**config.mk**
```make
export PLATFORM = sky130hd
export DESIGN_NAME = ddr3_cmd_arb_flat
export DESIGN_NICKNAME = d
export VERILOG_FILES = /design/src/rtl/ddr3_cmd_arb_if.sv /design/src/rtl/ddr3_cmd_arb.sv /design/src/flat_wrapper.sv
export SDC_FILE = /design/constraint.sdc
export NUM_CORES = 1
export LEC_CHECK = 0
export ABC_AREA = 1
export BUFFER_PORTS_ARGS = -buffer_cell sky130_fd_sc_hd__buf_2
export CORE_ASPECT_RATIO = 0.8
export CORE_MARGIN = 2
export CORE_UTILIZATION = 44
export CTS_CLUSTER_SIZE = 8
export DETAILED_ROUTE_END_ITERATION = 6
export MAX_ROUTING_LAYER = met4
export PLACE_DENSITY = 0.69
export REMOVE_ABC_BUFFERS = 1
export SYNTH_ARGS = -nofsm -noshare
export SYNTH_HDL_FRONTEND = slang
export SYNTH_SLANG_ARGS = --single-unit
export TNS_END_PERCENT = 10
```
**constraint.sdc**
```tcl
create_clock -name clock -period 2.85 [get_ports clock]
set_input_delay 0.1425 -clock clock [delete_from_list [all_inputs] [get_ports clock]]
set_output_delay 0.1425 -clock clock [all_outputs]
set_load 0.02 [all_outputs]
```
**src/rtl/ddr3_cmd_arb_if.sv**
```systemverilog
`default_nettype none
// ============================================================================
//  Module      : ddr3_cmd_arb_if
//  Description : Signal bundle for the DDR3 command arbiter. It carries the
//                config/refresh port, the controller command port and the
//                registered DFI command pins.
//  Revision    : 1.0 - initial release
// ============================================================================
interface ddr3_cmd_arb_if #(
  parameter int DDR_ROW_BITS = 13
);
  // Config / refresh port
  logic                    cfg_req_i;
  logic                    cfg_rdy_o;
  logic                    cfg_run_i;
  logic                    cfg_ref_i;
  logic [2:0]              cfg_cmd_i;
  logic [2:0]              cfg_ba_i;
  logic [DDR_ROW_BITS-1:0] cfg_adr_i;
  logic                    ref_ack_o;

  // Memory-controller command port
  logic                    mem_valid_i;
  logic                    mem_ready_o;
  logic [2:0]              mem_cmd_i;
  logic [2:0]              mem_ba_i;
  logic [DDR_ROW_BITS-1:0] mem_adr_i;

  // DFI command pins
  logic                    dfi_ras_no;
  logic                    dfi_cas_no;
  logic                    dfi_we_no;
  logic [2:0]              dfi_ba_o;
  logic [DDR_ROW_BITS-1:0] dfi_adr_o;

  // Arbiter side
  modport slave (
    input  cfg_req_i, cfg_run_i, cfg_ref_i, cfg_cmd_i, cfg_ba_i, cfg_adr_i,
    input  mem_valid_i, mem_cmd_i, mem_ba_i, mem_adr_i,
    output cfg_rdy_o, ref_ack_o, mem_ready_o,
    output dfi_ras_no, dfi_cas_no, dfi_we_no, dfi_ba_o, dfi_adr_o
  );

  // Upstream sources / pin observer side
  modport master (
    output cfg_req_i, cfg_run_i, cfg_ref_i, cfg_cmd_i, cfg_ba_i, cfg_adr_i,
    output mem_valid_i, mem_cmd_i, mem_ba_i, mem_adr_i,
    input  cfg_rdy_o, ref_ack_o, mem_ready_o,
    input  dfi_ras_no, dfi_cas_no, dfi_we_no, dfi_ba_o, dfi_adr_o
  );
endinterface
`default_nettype wire

```
**src/rtl/ddr3_cmd_arb.sv**
```systemverilog
`default_nettype none
// ============================================================================
//  Module      : ddr3_cmd_arb
//  Description : DDR3 command arbiter. Forwards init commands before run,
//                controller commands after run, inserts PRECHARGE-all and
//                REFRESH on request, tracks open banks and enforces the
//                minimum command gaps (tRP, tRFC, tMOD, tZQinit).
//  Revision    : 1.0 - initial release
// ============================================================================
module ddr3_cmd_arb #(
  parameter int DDR_ROW_BITS   = 13,
  parameter int CYCLES_TRP     = 2,
  parameter int CYCLES_TRFC    = 11,
  parameter int CYCLES_TMOD    = 12,
  parameter int CYCLES_TZQINIT = 512
) (
  input  wire logic     clock,
  input  wire logic     reset,
  ddr3_cmd_arb_if.slave bus
);

  localparam int RSB = DDR_ROW_BITS - 1;

  // {RAS#,CAS#,WE#} encodings
  localparam logic [2:0] c_CMD_NOP  = 3'b111;
  localparam logic [2:0] c_CMD_ACT  = 3'b011;
  localparam logic [2:0] c_CMD_RD   = 3'b101;
  localparam logic [2:0] c_CMD_WR   = 3'b100;
  localparam logic [2:0] c_CMD_PRE  = 3'b010;
  localparam logic [2:0] c_CMD_REF  = 3'b001;
  localparam logic [2:0] c_CMD_MRS  = 3'b000;
  localparam logic [2:0] c_CMD_ZQCL = 3'b110;

  // Gap counter wide enough for the longest of the four timing gaps
  localparam int c_GAP_MAX_A = (CYCLES_TRP  > CYCLES_TRFC)    ? CYCLES_TRP  : CYCLES_TRFC;
  localparam int c_GAP_MAX_B = (CYCLES_TMOD > CYCLES_TZQINIT) ? CYCLES_TMOD : CYCLES_TZQINIT;
  localparam int c_GAP_MAX   = (c_GAP_MAX_A > c_GAP_MAX_B)    ? c_GAP_MAX_A : c_GAP_MAX_B;
  localparam int c_GAP_W     = $clog2(c_GAP_MAX + 1);

  typedef enum logic [1:0] {
    ST_INIT = 2'd0,
    ST_IDLE = 2'd1,
    ST_WRP  = 2'd2,
    ST_WRFC = 2'd3
  } state_t;

  state_t             r_state;
  state_t             w_state_nxt;
  logic [c_GAP_W-1:0] r_gap;
  logic [7:0]         r_banks;
  logic [7:0]         w_banks_nxt;
  // Low while in reset and for the first edge after it, so no handshake
  // output can be asserted while reset is held.
  logic               r_live;

  logic               w_gap_zero;
  logic               w_issue;
  logic [2:0]         w_cmd;
  logic [2:0]         w_ba;
  logic [RSB:0]       w_adr;
  logic               w_cfg_rdy;
  logic               w_mem_ready;
  logic               w_ref_ack;

  logic               r_ras_n;
  logic               r_cas_n;
  logic               r_we_n;
  logic [2:0]         r_ba;
  logic [RSB:0]       r_adr;

  assign w_gap_zero = (r_gap == '0);

  // Gap to enforce after a given command has been issued
  function automatic logic [c_GAP_W-1:0] gap_for(input logic [2:0] cmd);
    case (cmd)
      c_CMD_PRE:  gap_for = c_GAP_W'(CYCLES_TRP);
      c_CMD_REF:  gap_for = c_GAP_W'(CYCLES_TRFC);
      c_CMD_MRS:  gap_for = c_GAP_W'(CYCLES_TMOD);
      c_CMD_ZQCL: gap_for = c_GAP_W'(CYCLES_TZQINIT);
      default:    gap_for = '0;
    endcase
  endfunction

  // Next state, command selection, handshakes and open-bank bookkeeping
  always_comb begin
    w_state_nxt = r_state;
    w_banks_nxt = r_banks;
    w_issue     = 1'b0;
    w_cmd       = c_CMD_NOP;
    w_ba        = '0;
    w_adr       = '0;
    w_cfg_rdy   = 1'b0;
    w_mem_ready = 1'b0;
    w_ref_ack   = 1'b0;

    case (r_state)
      ST_INIT: begin
        w_cfg_rdy = r_live && w_gap_zero && !bus.cfg_run_i;
        if (bus.cfg_req_i && w_cfg_rdy) begin
          w_issue = 1'b1;
          w_cmd   = bus.cfg_cmd_i;
          w_ba    = bus.cfg_ba_i;
          w_adr   = bus.cfg_adr_i;
        end
        if (bus.cfg_run_i) begin
          w_state_nxt = ST_IDLE;
        end
      end

      ST_IDLE: begin
        if (!bus.cfg_run_i) begin
          w_state_nxt = ST_INIT;
          w_banks_nxt = '0;
        end else begin
          w_mem_ready = w_gap_zero && !bus.cfg_ref_i;
          if (bus.cfg_ref_i && w_gap_zero) begin
            w_issue = 1'b1;
            if (r_banks != '0) begin
              // Precharge-all first: bank 0, A10 set
              w_cmd       = c_CMD_PRE;
              w_adr[10]   = 1'b1;
              w_banks_nxt = '0;
              w_state_nxt = ST_WRP;
            end else begin
              w_cmd       = c_CMD_REF;
              w_ref_ack   = 1'b1;
              w_state_nxt = ST_WRFC;
            end
          end else if (bus.mem_valid_i && w_mem_ready) begin
            w_issue = 1'b1;
            w_cmd   = bus.mem_cmd_i;
            w_ba    = bus.mem_ba_i;
            w_adr   = bus.mem_adr_i;
            case (bus.mem_cmd_i)
              c_CMD_ACT: w_banks_nxt[bus.mem_ba_i] = 1'b1;
              c_CMD_PRE: begin
                if (bus.mem_adr_i[10]) w_banks_nxt = '0;
                else                   w_banks_nxt[bus.mem_ba_i] = 1'b0;
              end
              c_CMD_RD, c_CMD_WR: begin
                if (bus.mem_adr_i[10]) w_banks_nxt[bus.mem_ba_i] = 1'b0;
              end
              default: ;
            endcase
          end
        end
      end

      ST_WRP: begin
        if (!bus.cfg_run_i) begin
          w_state_nxt = ST_INIT;
          w_banks_nxt = '0;
        end else if (w_gap_zero) begin
          w_issue     = 1'b1;
          w_cmd       = c_CMD_REF;
          w_ref_ack   = 1'b1;
          w_state_nxt = ST_WRFC;
        end
      end

      ST_WRFC: begin
        if (!bus.cfg_run_i) begin
          w_state_nxt = ST_INIT;
          w_banks_nxt = '0;
        end else if (w_gap_zero) begin
          w_state_nxt = ST_IDLE;
        end
      end

      default: w_state_nxt = ST_INIT;
    endcase
  end

  // State, gap counter and open-bank register
  always_ff @(posedge clock or posedge reset) begin
    if (reset) begin
      r_state <= ST_INIT;
      r_gap   <= '0;
      r_banks <= '0;
      r_live  <= 1'b0;
    end else begin
      r_state <= w_state_nxt;
      r_banks <= w_banks_nxt;
      r_live  <= 1'b1;
      if (w_issue)          r_gap <= gap_for(w_cmd);
      else if (!w_gap_zero) r_gap <= r_gap - 1'b1;
    end
  end

  // Registered DFI pins: one-cycle command, NOP otherwise, ba/adr held
  always_ff @(posedge clock or posedge reset) begin
    if (reset) begin
      r_ras_n <= 1'b1;
      r_cas_n <= 1'b1;
      r_we_n  <= 1'b1;
      r_ba    <= '0;
      r_adr   <= '0;
    end else if (w_issue) begin
      {r_ras_n, r_cas_n, r_we_n} <= w_cmd;
      r_ba    <= w_ba;
      r_adr   <= w_adr;
    end else begin
      {r_ras_n, r_cas_n, r_we_n} <= c_CMD_NOP;
    end
  end

  assign bus.cfg_rdy_o   = w_cfg_rdy;
  assign bus.mem_ready_o = w_mem_ready;
  assign bus.ref_ack_o   = w_ref_ack;
  assign bus.dfi_ras_no  = r_ras_n;
  assign bus.dfi_cas_no  = r_cas_n;
  assign bus.dfi_we_no   = r_we_n;
  assign bus.dfi_ba_o    = r_ba;
  assign bus.dfi_adr_o   = r_adr;

endmodule
`default_nettype wire

```
**src/flat_wrapper.sv**
```systemverilog
// flat-port wrapper written by rule: the top's interface ports become plain ports
module ddr3_cmd_arb_flat 
#(
  parameter int DDR_ROW_BITS   = 13,
  parameter int CYCLES_TRP     = 2,
  parameter int CYCLES_TRFC    = 11,
  parameter int CYCLES_TMOD    = 12,
  parameter int CYCLES_TZQINIT = 512
)
  (clock, reset, bus_cfg_req_i, bus_cfg_run_i, bus_cfg_ref_i, bus_cfg_cmd_i, bus_cfg_ba_i, bus_cfg_adr_i, bus_mem_valid_i, bus_mem_cmd_i, bus_mem_ba_i, bus_mem_adr_i, bus_cfg_rdy_o, bus_ref_ack_o, bus_mem_ready_o, bus_dfi_ras_no, bus_dfi_cas_no, bus_dfi_we_no, bus_dfi_ba_o, bus_dfi_adr_o);
  ddr3_cmd_arb_if #(.DDR_ROW_BITS(DDR_ROW_BITS)) bus_i ();
  input  wire logic clock;
  input  wire logic reset;
  input wire logic [$bits(bus_i.cfg_req_i)-1:0] bus_cfg_req_i;
  input wire logic [$bits(bus_i.cfg_run_i)-1:0] bus_cfg_run_i;
  input wire logic [$bits(bus_i.cfg_ref_i)-1:0] bus_cfg_ref_i;
  input wire logic [$bits(bus_i.cfg_cmd_i)-1:0] bus_cfg_cmd_i;
  input wire logic [$bits(bus_i.cfg_ba_i)-1:0] bus_cfg_ba_i;
  input wire logic [$bits(bus_i.cfg_adr_i)-1:0] bus_cfg_adr_i;
  input wire logic [$bits(bus_i.mem_valid_i)-1:0] bus_mem_valid_i;
  input wire logic [$bits(bus_i.mem_cmd_i)-1:0] bus_mem_cmd_i;
  input wire logic [$bits(bus_i.mem_ba_i)-1:0] bus_mem_ba_i;
  input wire logic [$bits(bus_i.mem_adr_i)-1:0] bus_mem_adr_i;
  output wire logic [$bits(bus_i.cfg_rdy_o)-1:0] bus_cfg_rdy_o;
  output wire logic [$bits(bus_i.ref_ack_o)-1:0] bus_ref_ack_o;
  output wire logic [$bits(bus_i.mem_ready_o)-1:0] bus_mem_ready_o;
  output wire logic [$bits(bus_i.dfi_ras_no)-1:0] bus_dfi_ras_no;
  output wire logic [$bits(bus_i.dfi_cas_no)-1:0] bus_dfi_cas_no;
  output wire logic [$bits(bus_i.dfi_we_no)-1:0] bus_dfi_we_no;
  output wire logic [$bits(bus_i.dfi_ba_o)-1:0] bus_dfi_ba_o;
  output wire logic [$bits(bus_i.dfi_adr_o)-1:0] bus_dfi_adr_o;
  assign bus_i.cfg_req_i = bus_cfg_req_i;
  assign bus_i.cfg_run_i = bus_cfg_run_i;
  assign bus_i.cfg_ref_i = bus_cfg_ref_i;
  assign bus_i.cfg_cmd_i = bus_cfg_cmd_i;
  assign bus_i.cfg_ba_i = bus_cfg_ba_i;
  assign bus_i.cfg_adr_i = bus_cfg_adr_i;
  assign bus_i.mem_valid_i = bus_mem_valid_i;
  assign bus_i.mem_cmd_i = bus_mem_cmd_i;
  assign bus_i.mem_ba_i = bus_mem_ba_i;
  assign bus_i.mem_adr_i = bus_mem_adr_i;
  assign bus_cfg_rdy_o = bus_i.cfg_rdy_o;
  assign bus_ref_ack_o = bus_i.ref_ack_o;
  assign bus_mem_ready_o = bus_i.mem_ready_o;
  assign bus_dfi_ras_no = bus_i.dfi_ras_no;
  assign bus_dfi_cas_no = bus_i.dfi_cas_no;
  assign bus_dfi_we_no = bus_i.dfi_we_no;
  assign bus_dfi_ba_o = bus_i.dfi_ba_o;
  assign bus_dfi_adr_o = bus_i.dfi_adr_o;
  ddr3_cmd_arb #(.DDR_ROW_BITS(DDR_ROW_BITS), .CYCLES_TRP(CYCLES_TRP), .CYCLES_TRFC(CYCLES_TRFC), .CYCLES_TMOD(CYCLES_TMOD), .CYCLES_TZQINIT(CYCLES_TZQINIT)) u_core (.clock(clock), .reset(reset), .bus(bus_i));
endmodule
```
After elaboration in Yosys (flattened, before gate mapping)
Index checks and enable logic that the tools add are counted.
{"block": "totals", "reg_bits": 40}
{"block": "classes", "bitwise": 3, "order_cmp": 2, "n_reduce_logical": 18, "n_eq_ne": 20, "addsub": 1, "mux": 61}
{"operator": "two-way mux 8 bit", "n": 7}
{"operator": "case mux 10 bit (4 select lines)", "n": 1}
{"operator": "two-way mux 13 bit", "n": 3}
{"operator": "two-way mux 10 bit", "n": 3}
{"operator": "two-way mux 3 bit", "n": 10}
{"operator": "case mux 13 bit (2 select lines)", "n": 1}
{"operator": "case mux 8 bit (3 select lines)", "n": 1}
{"operator": "two-way mux 1 bit", "n": 19}
{"operator": "two-way mux 2 bit", "n": 9}
{"operator": "case mux 8 bit (2 select lines)", "n": 1}
{"operator": "zero test 10 bit", "n": 1}
{"operator": "subtractor 10 x 1 -> 10 bit (second input constant)", "n": 1}
{"operator": "equality test 3 x 2 -> 1 bit (second input constant)", "n": 3}
{"operator": "equality test 3 bit (second input constant)", "n": 3}
{"operator": "!= test 3 x 2 -> 1 bit (second input constant)", "n": 3}
{"operator": "case mux 3 bit (3 select lines)", "n": 1}
{"operator": "bitwise AND 8 bit", "n": 1}
{"operator": "inverter 8 bit", "n": 1}
{"operator": "bitwise OR 8 bit", "n": 1}
{"operator": "case mux 2 bit (4 select lines)", "n": 1}
{"operator": "nonzero test 8 bit", "n": 1}
{"operator": "logical AND 1 bit", "n": 7}
{"operator": "!= test 2 bit (second input constant)", "n": 3}
{"operator": "!= test 6 x 5 -> 1 bit (second input constant)", "n": 1}
{"operator": "other kinds (19)", "n": 22}

Longest topological paths before layout
{"block": "logic_depth", "ltp_word": 12, "ltp_mapped": 16, "ltp_nobuf": 15}

Worst setup path after synthesis
No wires, ideal clock.
{"block": "synth_timing", "kind": "reg2out", "startpoint": "register u_core.r_gap[0]", "endpoint": "output bus_ref_ack_o", "required_ns": 2.707, "path_stages_with_launch": 12, "arrival_ns": 1.832, "n_path_buf": 1, "setup_slack_ns": 0.875, "cell_sequence": "dfrtp_1 inv_1 ha_1 inv_1 nor2_4 nand3_2 nor2_4 buf_6 inv_1 nor2_1 nand2_1 a21boi_0"}
{"block": "synth_between", "elab_chain_len": 5, "word_cells_on_any_way": 7}
{"item": "start: declaration", "line": "ddr3_cmd_arb.sv:49", "text": "logic [c_GAP_W-1:0] r_gap;"}
{"item": "start signal: assignment", "line": "ddr3_cmd_arb.sv:185", "text": "if (w_issue) r_gap <= gap_for(w_cmd);"}
{"item": "start signal: assignment", "line": "ddr3_cmd_arb.sv:186", "text": "else if (!w_gap_zero) r_gap <= r_gap - 1'b1;"}
{"item": "zero test 10 bit *", "line": "ddr3_cmd_arb.sv:71", "text": "assign w_gap_zero = (r_gap == '0);"}
{"item": "logical AND 1 bit", "line": "ddr3_cmd_arb.sv:116", "text": "if (bus.cfg_ref_i && w_gap_zero) begin"}
{"item": "two-way mux 1 bit", "line": "ddr3_cmd_arb.sv:116"}
{"item": "two-way mux 1 bit", "line": "ddr3_cmd_arb.sv:111", "text": "if (!bus.cfg_run_i) begin"}
{"item": "case mux 1 bit (2 select lines) *", "line": "ddr3_cmd_arb.sv:96", "text": "case (r_state)"}
{"item": "end: declaration", "line": "flat_wrapper.sv:25", "text": "output wire logic [$bits(bus_i.ref_ack_o)-1:0] bus_ref_ack_o;"}
Every way passes the cells marked *; elsewhere a longest branch is shown, timed or not.

Final worst setup path
Ends and elaborated chain as after synthesis.

==> qor.txt <==
status: complete, no violations
die width: 91.2 um
share of post-route cells with drive strength above 1: 25.7%
grt total ovfl: 0
Num CTS Buffers: 5
diode count: 0
Worst Path Max Fanout: 16
CORE AREA: 5880 um2
drt initial violations: 163
CP max stage cell: dfrtp_1
Die Span Y: 73.7 um
worst path bufs/invs: 4
Clock transition at path regs: 0.08 ns
Initial DRT Pass Iterations: 4
Syn Inst Count: 348
vias in the first global route: 2286
clock sinks: 40
Least-Margin Pin Slew: 0.701 ns
largest net degree at the start of global routing: 41
top post-synthesis cells by area: dfrtp_1 35%, nand2_1 11%, inv_1 6.7%
port bufs: 65
placer congestion estimate: 0.863
vias per cell: 5.17
fin crit share: 84.1%
CP top delay family: simple AND/OR/NAND/NOR gates
fillcell total: 590
Yosys warning total: 0
Max IR drop VDD: 0.000379 V
final hold slack: 0.108 ns
leading area contributor after synthesis: dfrtp_1
crit path DAT: 2.25 ns
Max Fclk: 0.417 GHz
Max-Cap Viols: 0
Max Clock Skew: 0.00863 ns
RSZ-0062 raised after global routing: false
number of synthesized register bits: 40
DRC: 0
Final ANT Viol Nets: 0
# IOs: 66
PwrDens: 612 nW/um2
Post-Route WL: 6.59 mm
Final Hold Fails: 0
post-synth design cell area: 2680 um2
slew margin rel.: 52.8%
Pleak: 1.63 nW
HPWL after DPL: 5.08 mm
Syn Area/Cell: 7.69 um2
CP max stage delay: 0.39 ns
clk buf depth: 2
Critical Path RT: 2.71 ns
leading cell type in the layout, fill and taps excluded: nand2_1
# nets final: 466
Worst Hold Class: input pin to register
area grow syn2layout: 20.2%
TNS Setup: 0 ns
minimum clock period: 2.40 ns
Die Area: 6720 um2
count of pins over their slew limit: 0
Seq/Total Area, Yosys: 37.6%
Most common cell on crit path: inv_1
CTS tree: done
Rows: 25
critical-path cell list: inv_1 > ha_1 > inv_1 > nor2_4 > nand3_2 > nor2_4 > inv_1 > nor2_1 > nand2_1 > a21boi_0 > buf_2
dpl cell area: 3070 um2
H-tree Lvls: 2
Setup CP Type: register to output port
Pwr Total: 0.00197 W
root buffer cell: clkbuf_8
crit path launch type: register
cell area after layout: 3220 um2
first-pass GRT wire length: 10.7 mm
commonest cells after routing, fill and taps aside: 80 x nand2_1, 65 x buf_2, 48 x inv_1
count of unique library cells instantiated by Yosys: 40
Starting Density: 45.5%
Clock Latency Late Sink: 0.30 ns
share of Yosys cell area claimed by the top area cell type: 34.6%
routed wire length per instance: 13.3 um
overall global routing resource usage: 20.7%
antenna violations before repair: 0
Via Count: 2570
Final setup viols: 0
Critical Path Sink Type: output port
[synthesized netlist by cell type]
cell type,number
nand3_1,14
nor4_1,2
a22o_1,3
xnor2_1,3
nor2_4,5
o211ai_1,3
clkinv_2,1
a21boi_0,1
nand3_2,2
nand2_2,2
conb_1,1
nor2_1,26
nor3_2,3
o21ai_0,20
dfrtp_1,37
buf_4,1
a22oi_1,6
buf_6,2
o21ai_2,1
inv_1,48
a32o_1,9
o211ai_2,1
a21oi_1,8
ha_1,7
inv_2,2
nand4_1,13
nor2_2,1
or2_2,1
nand2_4,1
nor3_1,10
xor2_1,5
a21oi_2,4
clkbuf_1,3
dfstp_2,3
buf_2,5
nand4_2,2
a32oi_1,4
nand2_1,80
a22oi_2,1
o21ai_1,7
[per-layer routing]
metal  routed length [um]  GRT usage [%]
met5                    0              -
met4                   80           6.73
met3                  241           3.69
met2                 3120           32.1
met1                 3150           27.7
[registers in the layout (all words and copies together) (netlist names)]
name,cells
u_core.bus.dfi_adr_o,13
u_core.r_gap,10
u_core.r_banks,8
u_core.bus.dfi_ba_o,3
u_core.r_state,2
u_core.bus.dfi_cas_no,1
u_core.bus.dfi_ras_no,1
u_core.bus.dfi_we_no,1
u_core.r_live,1
[tightest hold or removal path: stages]
cell	delay, ns
buf_2	0.07
a32oi_1	0.05
o21ai_1	0.11
[where the power goes]
part           internal (W)  switching (W)  leakage [nW]
logic              0.000251       0.000465          1.06
clock network      0.000350       0.000213        0.0654
registers          0.000640      0.0000501         0.499
[final timing paths]
path / depth (start not counted) / slack (ns) / startpoint / to
min reg2reg: 2 / 0.48 / u_core.bus.dfi_adr_o[8]$_DFFE_PP0P_ / u_core.bus.dfi_adr_o[8]$_DFFE_PP0P_
max in group asynchronous: 4 / 1.99 / reset / u_core.r_banks[4]$_DFFE_PP0P_
min in group asynchronous: 4 / 0.50 / reset / u_core.bus.dfi_adr_o[12]$_DFFE_PP0P_
min: 3 / 0.11 / bus_cfg_adr_i[11] / u_core.bus.dfi_adr_o[11]$_DFFE_PP0P_
max: 11 / 0.45 / u_core.r_gap[0]$_DFFE_PP0P_ / bus_ref_ack_o
max reg2reg: 12 / 0.56 / u_core.r_gap[0]$_DFFE_PP0P_ / u_core.r_gap[2]$_DFFE_PP0P_
[cells by family (layout without fill, tap and decap cells)]
family | Yosys count | after routing | synth area share [%]
AND/OR/NAND/NOR | 162 | 162 | 29.1
AO/OA/AOI/OAI | 68 | 68 | 17.6
buffers and inverters | 62 | 130 | 9.68
flip-flops | 40 | 40 | 37.6
XOR/XNOR | 8 | 8 | 2.62
adder cells (fa/ha/maj) | 7 | 7 | 3.27
other | 1 | 1 | 0.140
[cell type report]
| type | count | area [um2] | area share, % |
|---|---|---|---|
| tap | 81 | 101 | 3.15 |
| multi-input combinational | 246 | 1410 | 43.9 |
| clock buffer | 6 | 72.6 | 2.26 |
| inverter | 51 | 193 | 5.99 |
| sequential | 40 | 1000 | 31.2 |
| clock inverter | 2 | 60.1 | 1.87 |
| timing repair buffer | 71 | 373 | 11.6 |
[repair_timing]
item	4_1_cts	5_1_grt
gates resized for setup	0	0
hold endpoints to repair	37	0
hold buffers	1	0
setup buffers	0	0
[metrics by stage]
step	util [%]	setup slack (ns)	instances
after global placement	52.3	0.691	488
after detailed placement	52.3	0.609	488
after global routing	54.7	0.255	497
after floorplan	-	0.745	337
final	54.7	0.454	497
after CTS	54.7	0.414	497
No activity file was read; power rests on OpenSTA's default activity.
